### src/rtl/mcx_pkg.sv
// Shared MCX definitions: accumulator word width, XBus arbiter states, and an
// elaboration-time clog2 helper.
package mcx_pkg;

  localparam int unsigned MCX_DATA_W = 11;

  typedef enum logic {
    XB_IDLE = 1'b0,
    XB_ACK  = 1'b1
  } xbus_state_t;

  function automatic int unsigned clog2(input int unsigned val);
    int unsigned r;
    int unsigned p;
    r = 0;
    p = 1;
    while (p < val) begin
      p = p << 1;
      r = r + 1;
    end
    return r;
  endfunction

endpackage

### src/rtl/xbus_arbiter_rr_pick.sv
// Combinational round-robin picker: first set request bit at or after i_ptr,
// searching cyclically.
module rr_pick
  import mcx_pkg::*;
#(
  parameter int unsigned N  = 4,
  parameter int unsigned IW = (clog2(N) < 1) ? 1 : clog2(N)
) (
  input  logic [N-1:0]  i_req,
  input  logic [IW-1:0] i_ptr,
  output logic [N-1:0]  o_gnt_c,
  output logic [IW-1:0] o_idx_c,
  output logic          o_any_c
);

  logic [IW:0]   w_sum;
  logic [IW-1:0] w_pos;

  always_comb begin
    o_gnt_c = '0;
    o_idx_c = '0;
    o_any_c = 1'b0;
    w_sum   = '0;
    w_pos   = '0;
    for (int k = 0; k < int'(N); k++) begin
      w_sum = {1'b0, i_ptr} + (IW+1)'(k);
      if (w_sum >= (IW+1)'(N)) w_sum = w_sum - (IW+1)'(N);
      w_pos = w_sum[IW-1:0];
      if (!o_any_c && i_req[w_pos]) begin
        o_gnt_c[w_pos] = 1'b1;
        o_idx_c        = w_pos;
        o_any_c        = 1'b1;
      end
    end
  end

endmodule

### src/rtl/xbus_arbiter.sv
// XBus arbiter: pairs one waiting writer with one waiting reader (round-robin on
// both sides) and moves one word per transfer. Optional request timeout: XBUS_TIMEOUT_EN.
module xbus_arbiter
  import mcx_pkg::*;
#(
  parameter int unsigned NUM_PORTS   = 4,
  parameter int unsigned DATA_W      = MCX_DATA_W,
  parameter int unsigned TIMEOUT_CYC = 255
) (
  input  logic                          clk,
  input  logic                          nrst,
  input  logic [NUM_PORTS-1:0]          wr_req,
  input  logic [NUM_PORTS*DATA_W-1:0]   wr_data,
  input  logic [NUM_PORTS-1:0]          rd_req,
  output logic [NUM_PORTS-1:0]          wr_ack,
  output logic [NUM_PORTS-1:0]          rd_ack,
  output logic [DATA_W-1:0]             rd_data,
  output logic                          busy,
  output logic [NUM_PORTS-1:0]          timeout
);

  localparam int unsigned IW = (clog2(NUM_PORTS) < 1) ? 1 : clog2(NUM_PORTS);

  xbus_state_t            r_state, w_next_state;
  logic [IW-1:0]          r_wr_ptr, r_rd_ptr;
  logic [NUM_PORTS-1:0]   r_wr_ack, r_rd_ack;
  logic [DATA_W-1:0]      r_rd_data;
  logic                   r_busy;

  logic [NUM_PORTS-1:0]   w_wr_eff, w_rd_eff, w_elig_wr, w_rd_cand;
  logic [NUM_PORTS-1:0]   w_wr_gnt, w_rd_gnt;
  logic [IW-1:0]          w_wr_idx, w_rd_idx;
  logic                   w_wr_any, w_rd_any, w_grant;
  logic [DATA_W-1:0]      w_sel_data;

  // A writer is eligible only if some other core is reading.
  always_comb begin
    w_elig_wr = '0;
    for (int i = 0; i < int'(NUM_PORTS); i++)
      w_elig_wr[i] = w_wr_eff[i] & (|(w_rd_eff & ~(NUM_PORTS'(1) << i)));
  end

  assign w_rd_cand = w_rd_eff & ~w_wr_gnt;

  rr_pick #(.N(NUM_PORTS), .IW(IW)) u_wr_pick (
    .i_req   (w_elig_wr),
    .i_ptr   (r_wr_ptr),
    .o_gnt_c (w_wr_gnt),
    .o_idx_c (w_wr_idx),
    .o_any_c (w_wr_any)
  );

  rr_pick #(.N(NUM_PORTS), .IW(IW)) u_rd_pick (
    .i_req   (w_rd_cand),
    .i_ptr   (r_rd_ptr),
    .o_gnt_c (w_rd_gnt),
    .o_idx_c (w_rd_idx),
    .o_any_c (w_rd_any)
  );

  always_comb begin
    w_sel_data = '0;
    for (int i = 0; i < int'(NUM_PORTS); i++)
      if (w_wr_gnt[i]) w_sel_data = wr_data[i*DATA_W +: DATA_W];
  end

  // Next-state: ACK always lasts exactly one cycle.
  always_comb begin
    w_next_state = r_state;
    w_grant      = 1'b0;
    case (r_state)
      XB_IDLE: begin
        if (w_wr_any && w_rd_any) begin
          w_grant      = 1'b1;
          w_next_state = XB_ACK;
        end
      end
      XB_ACK:  w_next_state = XB_IDLE;
      default: w_next_state = XB_IDLE;
    endcase
  end

  // Acks are registered at the grant edge so they are visible during ACK.
  always_ff @(posedge clk or negedge nrst) begin
    if (!nrst) begin
      r_state   <= XB_IDLE;
      r_wr_ptr  <= '0;
      r_rd_ptr  <= '0;
      r_wr_ack  <= '0;
      r_rd_ack  <= '0;
      r_rd_data <= '0;
      r_busy    <= 1'b0;
    end else begin
      r_state <= w_next_state;
      if (w_grant) begin
        r_wr_ack  <= w_wr_gnt;
        r_rd_ack  <= w_rd_gnt;
        r_rd_data <= w_sel_data;
        r_busy    <= 1'b1;
        r_wr_ptr  <= (w_wr_idx == IW'(NUM_PORTS-1)) ? '0 : w_wr_idx + IW'(1);
        r_rd_ptr  <= (w_rd_idx == IW'(NUM_PORTS-1)) ? '0 : w_rd_idx + IW'(1);
      end else begin
        r_wr_ack <= '0;
        r_rd_ack <= '0;
        r_busy   <= 1'b0;
      end
    end
  end

  assign wr_ack  = r_wr_ack;
  assign rd_ack  = r_rd_ack;
  assign rd_data = r_rd_data;
  assign busy    = r_busy;

`ifdef XBUS_TIMEOUT_EN
  localparam int unsigned CW = (clog2(TIMEOUT_CYC+1) < 1) ? 1 : clog2(TIMEOUT_CYC+1);

  logic [CW-1:0]        r_wr_cnt [NUM_PORTS];
  logic [CW-1:0]        r_rd_cnt [NUM_PORTS];
  logic [NUM_PORTS-1:0] r_wr_mask, r_rd_mask, r_timeout;
  logic [NUM_PORTS-1:0] w_wr_done, w_rd_done, w_wr_to, w_rd_to;

  // A request granted this edge or being acked is not waiting.
  assign w_wr_done = (w_grant ? w_wr_gnt : '0) | r_wr_ack;
  assign w_rd_done = (w_grant ? w_rd_gnt : '0) | r_rd_ack;

  always_comb begin
    w_wr_to = '0;
    w_rd_to = '0;
    for (int i = 0; i < int'(NUM_PORTS); i++) begin
      w_wr_to[i] = wr_req[i] & ~r_wr_mask[i] & ~w_wr_done[i] &
                   (r_wr_cnt[i] == CW'(TIMEOUT_CYC-1));
      w_rd_to[i] = rd_req[i] & ~r_rd_mask[i] & ~w_rd_done[i] &
                   (r_rd_cnt[i] == CW'(TIMEOUT_CYC-1));
    end
  end

  // Expired requests stay masked until the core drops req.
  always_ff @(posedge clk or negedge nrst) begin
    if (!nrst) begin
      for (int i = 0; i < int'(NUM_PORTS); i++) begin
        r_wr_cnt[i] <= '0;
        r_rd_cnt[i] <= '0;
      end
      r_wr_mask <= '0;
      r_rd_mask <= '0;
      r_timeout <= '0;
    end else begin
      r_timeout <= w_wr_to | w_rd_to;
      for (int i = 0; i < int'(NUM_PORTS); i++) begin
        if (!wr_req[i]) begin
          r_wr_cnt[i]  <= '0;
          r_wr_mask[i] <= 1'b0;
        end else if (w_wr_done[i]) begin
          r_wr_cnt[i]  <= '0;
        end else if (w_wr_to[i]) begin
          r_wr_cnt[i]  <= CW'(TIMEOUT_CYC);
          r_wr_mask[i] <= 1'b1;
        end else if (!r_wr_mask[i]) begin
          r_wr_cnt[i]  <= r_wr_cnt[i] + CW'(1);
        end
        if (!rd_req[i]) begin
          r_rd_cnt[i]  <= '0;
          r_rd_mask[i] <= 1'b0;
        end else if (w_rd_done[i]) begin
          r_rd_cnt[i]  <= '0;
        end else if (w_rd_to[i]) begin
          r_rd_cnt[i]  <= CW'(TIMEOUT_CYC);
          r_rd_mask[i] <= 1'b1;
        end else if (!r_rd_mask[i]) begin
          r_rd_cnt[i]  <= r_rd_cnt[i] + CW'(1);
        end
      end
    end
  end

  assign w_wr_eff = wr_req & ~r_wr_mask;
  assign w_rd_eff = rd_req & ~r_rd_mask;
  assign timeout  = r_timeout;
`else
  assign w_wr_eff = wr_req;
  assign w_rd_eff = rd_req;
  assign timeout  = '0;
`endif

endmodule
### config.mk
export PLATFORM = sky130hd
export DESIGN_NAME = xbus_arbiter
export DESIGN_NICKNAME = d
export VERILOG_FILES = /design/src/rtl/mcx_pkg.sv /design/src/rtl/xbus_arbiter_rr_pick.sv /design/src/rtl/xbus_arbiter.sv
export SDC_FILE = /design/constraint.sdc
export NUM_CORES = 1
export LEC_CHECK = 0
export ABC_AREA = 1
export CAP_MARGIN = 20
export CORE_MARGIN = 2
export CORE_UTILIZATION = 30
export CTS_CLUSTER_DIAMETER = 40
export DETAILED_ROUTE_END_ITERATION = 6
export HOLD_SLACK_MARGIN = 0.02
export PLACE_DENSITY_LB_ADDON = 0.12
export SLEW_MARGIN = 0
export SYNTH_ARGS = -nofsm -noshare
export SYNTH_HDL_FRONTEND = slang
export SYNTH_SLANG_ARGS = --single-unit
### constraint.sdc
create_clock -name clk -period 4.9 [get_ports clk]
set_input_delay 0.98 -clock clk [delete_from_list [all_inputs] [get_ports clk]]
set_output_delay 0.98 -clock clk [all_outputs]
set_load 0.02 [all_outputs]
# --- Word level (Yosys, flattened, before mapping) ---
# Cells that the tools add are included.
word_totals:
  regBits: 25
  output_inout_bits: 24
  word_cells: 163
classes:
  addsub: 16
  magnitude_cmp: 24
  eq_ne: 2
  muxes: 76
  bitwise: 13
  n_reduce_logical: 25
ops:
  columns: ["operator", "n"]
  rows:
  - ["$mux 11", 4]
  - ["$mux 4", 10]
  - ["$mux 2", 18]
  - ["$mux 1", 27]
  - ["$lt 2x3->1 const B", 8]
  - ["$or 4x4->4", 6]
  - ["$ge 3x3->1 const B", 6]
  - ["$bmux 1 s2", 8]
  - ["$demux 1 s2", 8]
  - ["$ge 2x1->1 const B", 8]
  - ["$sub 2x1->2 const B", 8]
  - ["$logic_and 1x1->1", 15]
  - ["$add 2x2->3 const B", 4]
  - ["$reduce_or 3->1", 4]
  - ["$add 2x1->3 const B", 2]
  - ["$ge 2x3->1 const B", 2]
  - ["$logic_not 1->1", 6]
  - ["$add 2x1->2 const B", 2]
  - ["$and 1x1->1", 4]
  - ["$and 4x4->4", 1]
  - ["$eq 2x2->1 const B", 2]
  - ["$not 4->4", 1]
  - ["$pmux 1 s2", 1]
  - ["$not 1->1", 1]

# --- Depth between registers and ports, before layout ---
logic_depth:
  word_depth: 32
  ltp_mapped: 22
  mapped_depth_nobuf: 22

# --- Cells and area by module ---
# From an unflattened synthesis, not the netlist that was laid out.
hier_totals:
  hier_cells: 359
  hier_area_um2: 2329.7
modules_own_cells:
  columns: ["module", "instances", "cells_each", "area_each_um2", "seq_area_each_um2"]
  rows:
  - ["xbus_arbiter", 1, 211, 1448.9, 600.6]
  - ["rr_pick", 2, 74, 440.4, 0.0]

# --- Least setup slack after synthesis ---
# OpenSTA, ideal clock, no wires.
synth_path:
  path_type: "input to register"
  start: "input rd_req[2]"
  end: "register r_rd_data[0], in the netlist rd_data[0]"
  setup_ns: 0.124
  arrival_ns: 2.854
  required_ns: 4.776
  path_slack_ns: 1.922
  stages: 19
  path_cell_list: "nor2_1 > nand2_1 > nand3_1 > nand3_1 > nand2_4 > nand2_4 > nor2_8 > nand3_1 > nand4_1 > nand2_1 > nand2_1 > nand2_4 > nor2_4 > nand2_2 > o21ai_2 > nor2_4 > buf_6 > o211ai_1 > nand2_1"
synth_via:
  elab_chain_cells: 31
  word_cells_on_any_way: 58
  classes_between: "34 x mux; 8 x bitwise; 16 x reduce/logical"
synth_rtl:
  columns: ["element", "line", "text"]
  rows:
  - ["start, declared", "xbus_arbiter.sv:14", "input logic [NUM_PORTS-1:0] rd_req,"]
  - ["$reduce_or 3->1", "xbus_arbiter.sv:40", "w_elig_wr[i] = w_wr_eff[i] & (|(w_rd_eff & ~(NUM_PORTS'(1) << i)));"]
  - ["$and 1x1->1", "xbus_arbiter.sv:40", null]
  - ["$bmux 1 s2", "xbus_arbiter_rr_pick.sv:29", "if (!o_any_c && i_req[w_pos]) begin"]
  - ["$mux 1 (not written as such)", "xbus_arbiter_rr_pick.sv:29", null]
  - ["$mux 1", "xbus_arbiter_rr_pick.sv:29", null]
  - ["$logic_not 1->1", "xbus_arbiter_rr_pick.sv:29", null]
  - ["$logic_and 1x1->1", "xbus_arbiter_rr_pick.sv:29", null]
  - ["$mux 1", "xbus_arbiter_rr_pick.sv:29", null]
  - ["[16 not listed]", null, null]
  - ["$mux 1", "xbus_arbiter_rr_pick.sv:29", null]
  - ["$logic_not 1->1", "xbus_arbiter_rr_pick.sv:29", null]
  - ["$logic_and 1x1->1", "xbus_arbiter_rr_pick.sv:29", null]
  - ["$mux 1", "xbus_arbiter_rr_pick.sv:29", null]
  - ["$logic_and 1x1->1 (*)", "xbus_arbiter.sv:73", "if (w_wr_any && w_rd_any) begin"]
  - ["$mux 1 (*)", "xbus_arbiter.sv:73", null]
  - ["$mux 1 (*)", "xbus_arbiter.sv:71", "case (r_state)"]
  - ["net w_grant", "xbus_arbiter.sv:33", "logic w_wr_any, w_rd_any, w_grant;"]
  - ["end signal, assigned", "xbus_arbiter.sv:98", "r_rd_data <= w_sel_data;"]
  - ["end, declared", "xbus_arbiter.sv:27", "logic [DATA_W-1:0] r_rd_data;"]
# Mark *: on every way through the listed nets, which the timed path passes. The rest lies on a longest branch. The select of a mux whose other input is x is not followed.
# A chain may end at the register's enable or synchronous reset.

# --- Worst setup path in the final report ---
layout_path:
  start: "input rd_req[2]"
  end: "register r_rd_data[8], in the netlist rd_data[8]"
layout_via:
  elab_chain_cells: 31
  word_cells_on_any_way: 58
  classes_between: "34 x mux; 8 x bitwise; 16 x reduce/logical"
layout_rtl:
  columns: ["element", "line"]
  rows:
  - ["$reduce_or 3->1", "xbus_arbiter.sv:40"]
  - ["$and 1x1->1", "xbus_arbiter.sv:40"]
  - ["$bmux 1 s2", "xbus_arbiter_rr_pick.sv:29"]
  - ["$mux 1 (not written as such)", "xbus_arbiter_rr_pick.sv:29"]
  - ["$mux 1", "xbus_arbiter_rr_pick.sv:29"]
  - ["$logic_not 1->1", "xbus_arbiter_rr_pick.sv:29"]
  - ["$logic_and 1x1->1", "xbus_arbiter_rr_pick.sv:29"]
  - ["$mux 1", "xbus_arbiter_rr_pick.sv:29"]
  - ["[15 not listed]", null]
  - ["$logic_and 1x1->1", "xbus_arbiter_rr_pick.sv:29"]
  - ["$mux 1", "xbus_arbiter_rr_pick.sv:29"]
  - ["$logic_not 1->1", "xbus_arbiter_rr_pick.sv:29"]
  - ["$logic_and 1x1->1", "xbus_arbiter_rr_pick.sv:29"]
  - ["$mux 1", "xbus_arbiter_rr_pick.sv:29"]
  - ["$logic_and 1x1->1", "xbus_arbiter.sv:73"]
  - ["$mux 1", "xbus_arbiter.sv:73"]
  - ["$mux 1", "xbus_arbiter.sv:71"]
# Parallel ways exist; a longest one is shown, timed or not. The select of a mux whose other input is x is not followed.

==> qor.txt <==
Fin nets -> 452
Vias -> 2246
Critical path startpoint category -> primary input
Crit path kind -> in2reg
Reg2reg setup slack -> 1.42 ns
DRT antenna net count -> 0
Clk slew on worst S/H paths -> 0.08 ns
RSZ-0062 raised after global routing -> no
DP Area -> 2943 µm²
Post-Synth Adder-Cell Area -> 0.08661
Fin area -> 3029 µm²
Critical path, cell by cell -> clkdlybuf4s50_1, nor2_1, nand2_1, nand3_1, nand3_1, nand2_4, inv_2, nand2_1, nand2_1, nor2_2, nand2_1, nor2_1, a22oi_1, o21ai_0, o211ai_1, nand2_1
CP startpoint -> rd_req[2]
Gr usage total -> 0.1666
CTS Hold Bufs -> 0
CTS max path bufs -> 2
Final hold vios -> 0
CTS tree -> done
DR WL/cell -> 13.49 µm
Final period utilization -> 0.7887
Worst reg2reg path depth -> 14
Post-layout min period -> 3.865 ns
Static leakage -> 1.413 nW
Final setup fails -> 0
Initial Util -> 0.3138
Hold crit path type -> reg2reg
Outcome -> completed
VDD IR max -> 0.0003728 V
PwrDens -> 769.3 nW/µm²
Syn Inst Count -> 314
Most frequent cells in the layout -> nand2_1 (94), clkdlybuf4s50_1 (73), nand3_1 (32), dfrtp_1 (24), inv_1 (22)
Area Overhead vs Synth -> 39.78%
Total wire length -> 6446 µm
Vias per std cell -> 4.699
Critical-path top delay cell -> nor2_1
GRT Residual Overflow -> 0
Initial antenna violation count -> 0
Post-synthesis sequential area ratio -> 0.2771
Max-cap violations -> 0
CP most frequent cell -> nand2_1
Fill cells -> 720
Post-CTS setup buffer count -> 0
Largest stage delay, worst path -> 0.74 ns
Commonest non-fill, non-tap cell in the layout -> nand2_1
Arr. time, crit path -> 4.07 ns
Final Max Slew Viols -> 0
Largest family of logic cells by synthesized area -> simple AND/OR/NAND/NOR gates
Hpwl dp -> 5067 µm
Worst Clk Skew -> 0.003530 ns
CP endpoint -> rd_data[8]$_DFFE_PN0P_
Pin count of the biggest net entering global routing -> 25
Xor/xnor cell area share of the yosys netlist -> 0.008083
DIE WIDTH -> 88.99 µm
Critical path fanouts, max -> 12
Sum Neg Setup Slack -> 0 ns
Clock Latency Late Sink -> 0.26 ns
CP Capture Type -> register
TritonCTS Buffers -> 3
Buf/Inv on CP -> 2
Layout cell share with drive strength beyond 1 -> 0.06545
CTS resizes -> 0
Die ar. -> 7919 µm²
Slew headroom -> 0.4574
Core Area -> 6907 µm²
Worst-margin pin slew -> 0.8108 ns
Area occupied by multi-input gates -> 1395 µm²
Initial DRC count -> 113
Critical path's top delay family -> simple AND/OR/NAND/NOR gates
First-pass GRT wire length -> 10610 µm
H-tree levels -> 1
Port-buffer cells -> 73
Vias in the first global route -> 2187
Storage element area -> 600.6 µm²
Core Util, Final -> 0.4386
Complex-gate fraction of the synthesized area -> 0.1686
Worst EP required -> 5.10 ns
Synth unique cells -> 28
Fmax -> 258.8 MHz
Yosys reg bits -> 24
Clk sink count -> 24
# diodes -> 0
First-pass DRT Iterations -> 4
Mean Syn Cell Area -> 6.902 µm²
Final GP Congestion -> 0.9292
Site row count -> 30
Mux cell area share after synthesis -> 0
Critical Path Stages -> 16
Die Span Y -> 88.99 µm
Worst slack at placement -> 0.7538 ns
Reg2reg end -> rd_data[8]$_DFFE_PN0P_
DRC violations left -> 0
Synth Warn # -> 0
Synth Cell Area -> 2167 µm²
Simple-gate share of the synthesized area -> 0.3736
IO Count -> 78
Clock Tree Root -> clkbuf_8
Final WS setup -> 1.035 ns
-- how the worst min path moves through the flow --
stage | startpoint | to | slack (ns) | cells past startpoint
6_report | rd_data[2]$_DFFE_PN0P_ | rd_data[2]$_DFFE_PN0P_ | 0.48 | 2
5_1_grt | rd_data[6]$_DFFE_PN0P_ | rd_data[6]$_DFFE_PN0P_ | 0.52 | 2
4_1_cts | rd_data[2]$_DFFE_PN0P_ | rd_data[2]$_DFFE_PN0P_ | 0.49 | 2
3_5_place_dp | rd_data[2]$_DFFE_PN0P_ | rd_data[2]$_DFFE_PN0P_ | 0.47 | 2
3_3_place_gp | rd_data[4]$_DFFE_PN0P_ | rd_data[4]$_DFFE_PN0P_ | 0.46 | 2
2_1_floorplan | rd_data[2]$_DFFE_PN0P_ | rd_data[2]$_DFFE_PN0P_ | 0.58 | 2
-- cells in the mapped netlist --
| master | instances | area (µm²) |
|---|---|---|
| a21oi_1 | 17 | 85.08 |
| a21oi_2 | 1 | 8.760 |
| a22oi_1 | 11 | 82.58 |
| buf_4 | 4 | 30.03 |
| buf_6 | 3 | 33.78 |
| clkbuf_1 | 6 | 22.52 |
| conb_1 | 1 | 3.750 |
| dfrtp_1 | 24 | 600.6 |
| ha_1 | 15 | 187.7 |
| inv_1 | 22 | 82.58 |
| inv_2 | 2 | 7.510 |
| inv_4 | 1 | 6.260 |
| nand2_1 | 94 | 352.8 |
| nand2_2 | 4 | 25.02 |
| nand2_4 | 3 | 33.78 |
| nand3_1 | 32 | 160.2 |
| nand3_2 | 2 | 20.02 |
| nand4_1 | 13 | 81.33 |
| nor2_1 | 20 | 75.07 |
| nor2_2 | 3 | 18.77 |
| nor2_4 | 2 | 22.52 |
| nor2_8 | 1 | 20.02 |
| o211ai_1 | 12 | 90.09 |
| o21ai_0 | 17 | 85.08 |
| o21ai_1 | 1 | 5.000 |
| o21ai_2 | 1 | 8.760 |
| xnor2_1 | 1 | 8.760 |
| xor2_1 | 1 | 8.760 |
-- area by class of cell --
type / instances / area share
clock inverters: 1 / 0.009913
clock buffers: 3 / 0.01363
inverters: 25 / 0.03180
multi-input cells: 255 / 0.4606
flip-flops and latches: 24 / 0.1983
repair buffers: 74 / 0.2462
well taps: 96 / 0.03965
-- per-stage QoR --
step	std cells	power, W	hold WS [ns]
floorplan	317	0.001755	0.5838
global placement	473	0.002163	0.4631
detailed placement	473	0.002166	0.4672
CTS	477	0.002347	0.4880
global route	478	0.002638	0.5162
finish	478	0.002330	0.4824
-- layer usage --
layer / vias up / share of wire / track usage / wire (µm)
li1: 1194 / - / - / -
met1: 1012 / 0.46 / 0.2257 / 2983
met2: 36 / 0.50 / 0.2863 / 3231
met3: 4 / 0.027 / 0.03047 / 171
met4: 0 / 0.0092 / 0.01900 / 59
met5: - / 0 / 0 / 0
-- state kept, by name, indices dropped and copies added (netlist names), named ones only --
| name | cells |
|---|---|
| rd_data | 11 |
| rd_ack | 4 |
| wr_ack | 4 |
| r_rd_ptr | 2 |
| busy | 1 |
| r_wr_ptr | 1 |
-- cells by family (layout without fill, tap and decap cells) --
| family | count (synthesis) | count (layout) |
|---|---|---|
| AOI/OAI and AO/OA | 60 | 60 |
| other | 1 | 4 |
| buffers and inverters | 38 | 103 |
| and+or+nand+nor | 174 | 174 |
| DFF | 24 | 24 |
| adders and majority gates | 15 | 15 |
| xor gates and xnor gates | 2 | 2 |
-- power by group --
group	switching, W	internal [W]
logic	0.00117	0.000621
clock network	0.0000633	0.000109
registers	0.0000779	0.000284
-- worst reg2reg max path, cell delays in order (launching register included) --
cell      delay (ns)
dfrtp_1         0.57
inv_2           0.18
ha_1            0.38
inv_1           0.10
nand3_1         0.09
nand2_1         0.12
nand3_2         0.16
nor2_1          0.07
nor2_2          0.15
nand2_1         0.31
nor2_1          0.74
a22oi_1         0.14
o21ai_0         0.20
o211ai_1        0.13
nand2_1         0.10
Note: power is estimated with default switching activity, not from simulation.
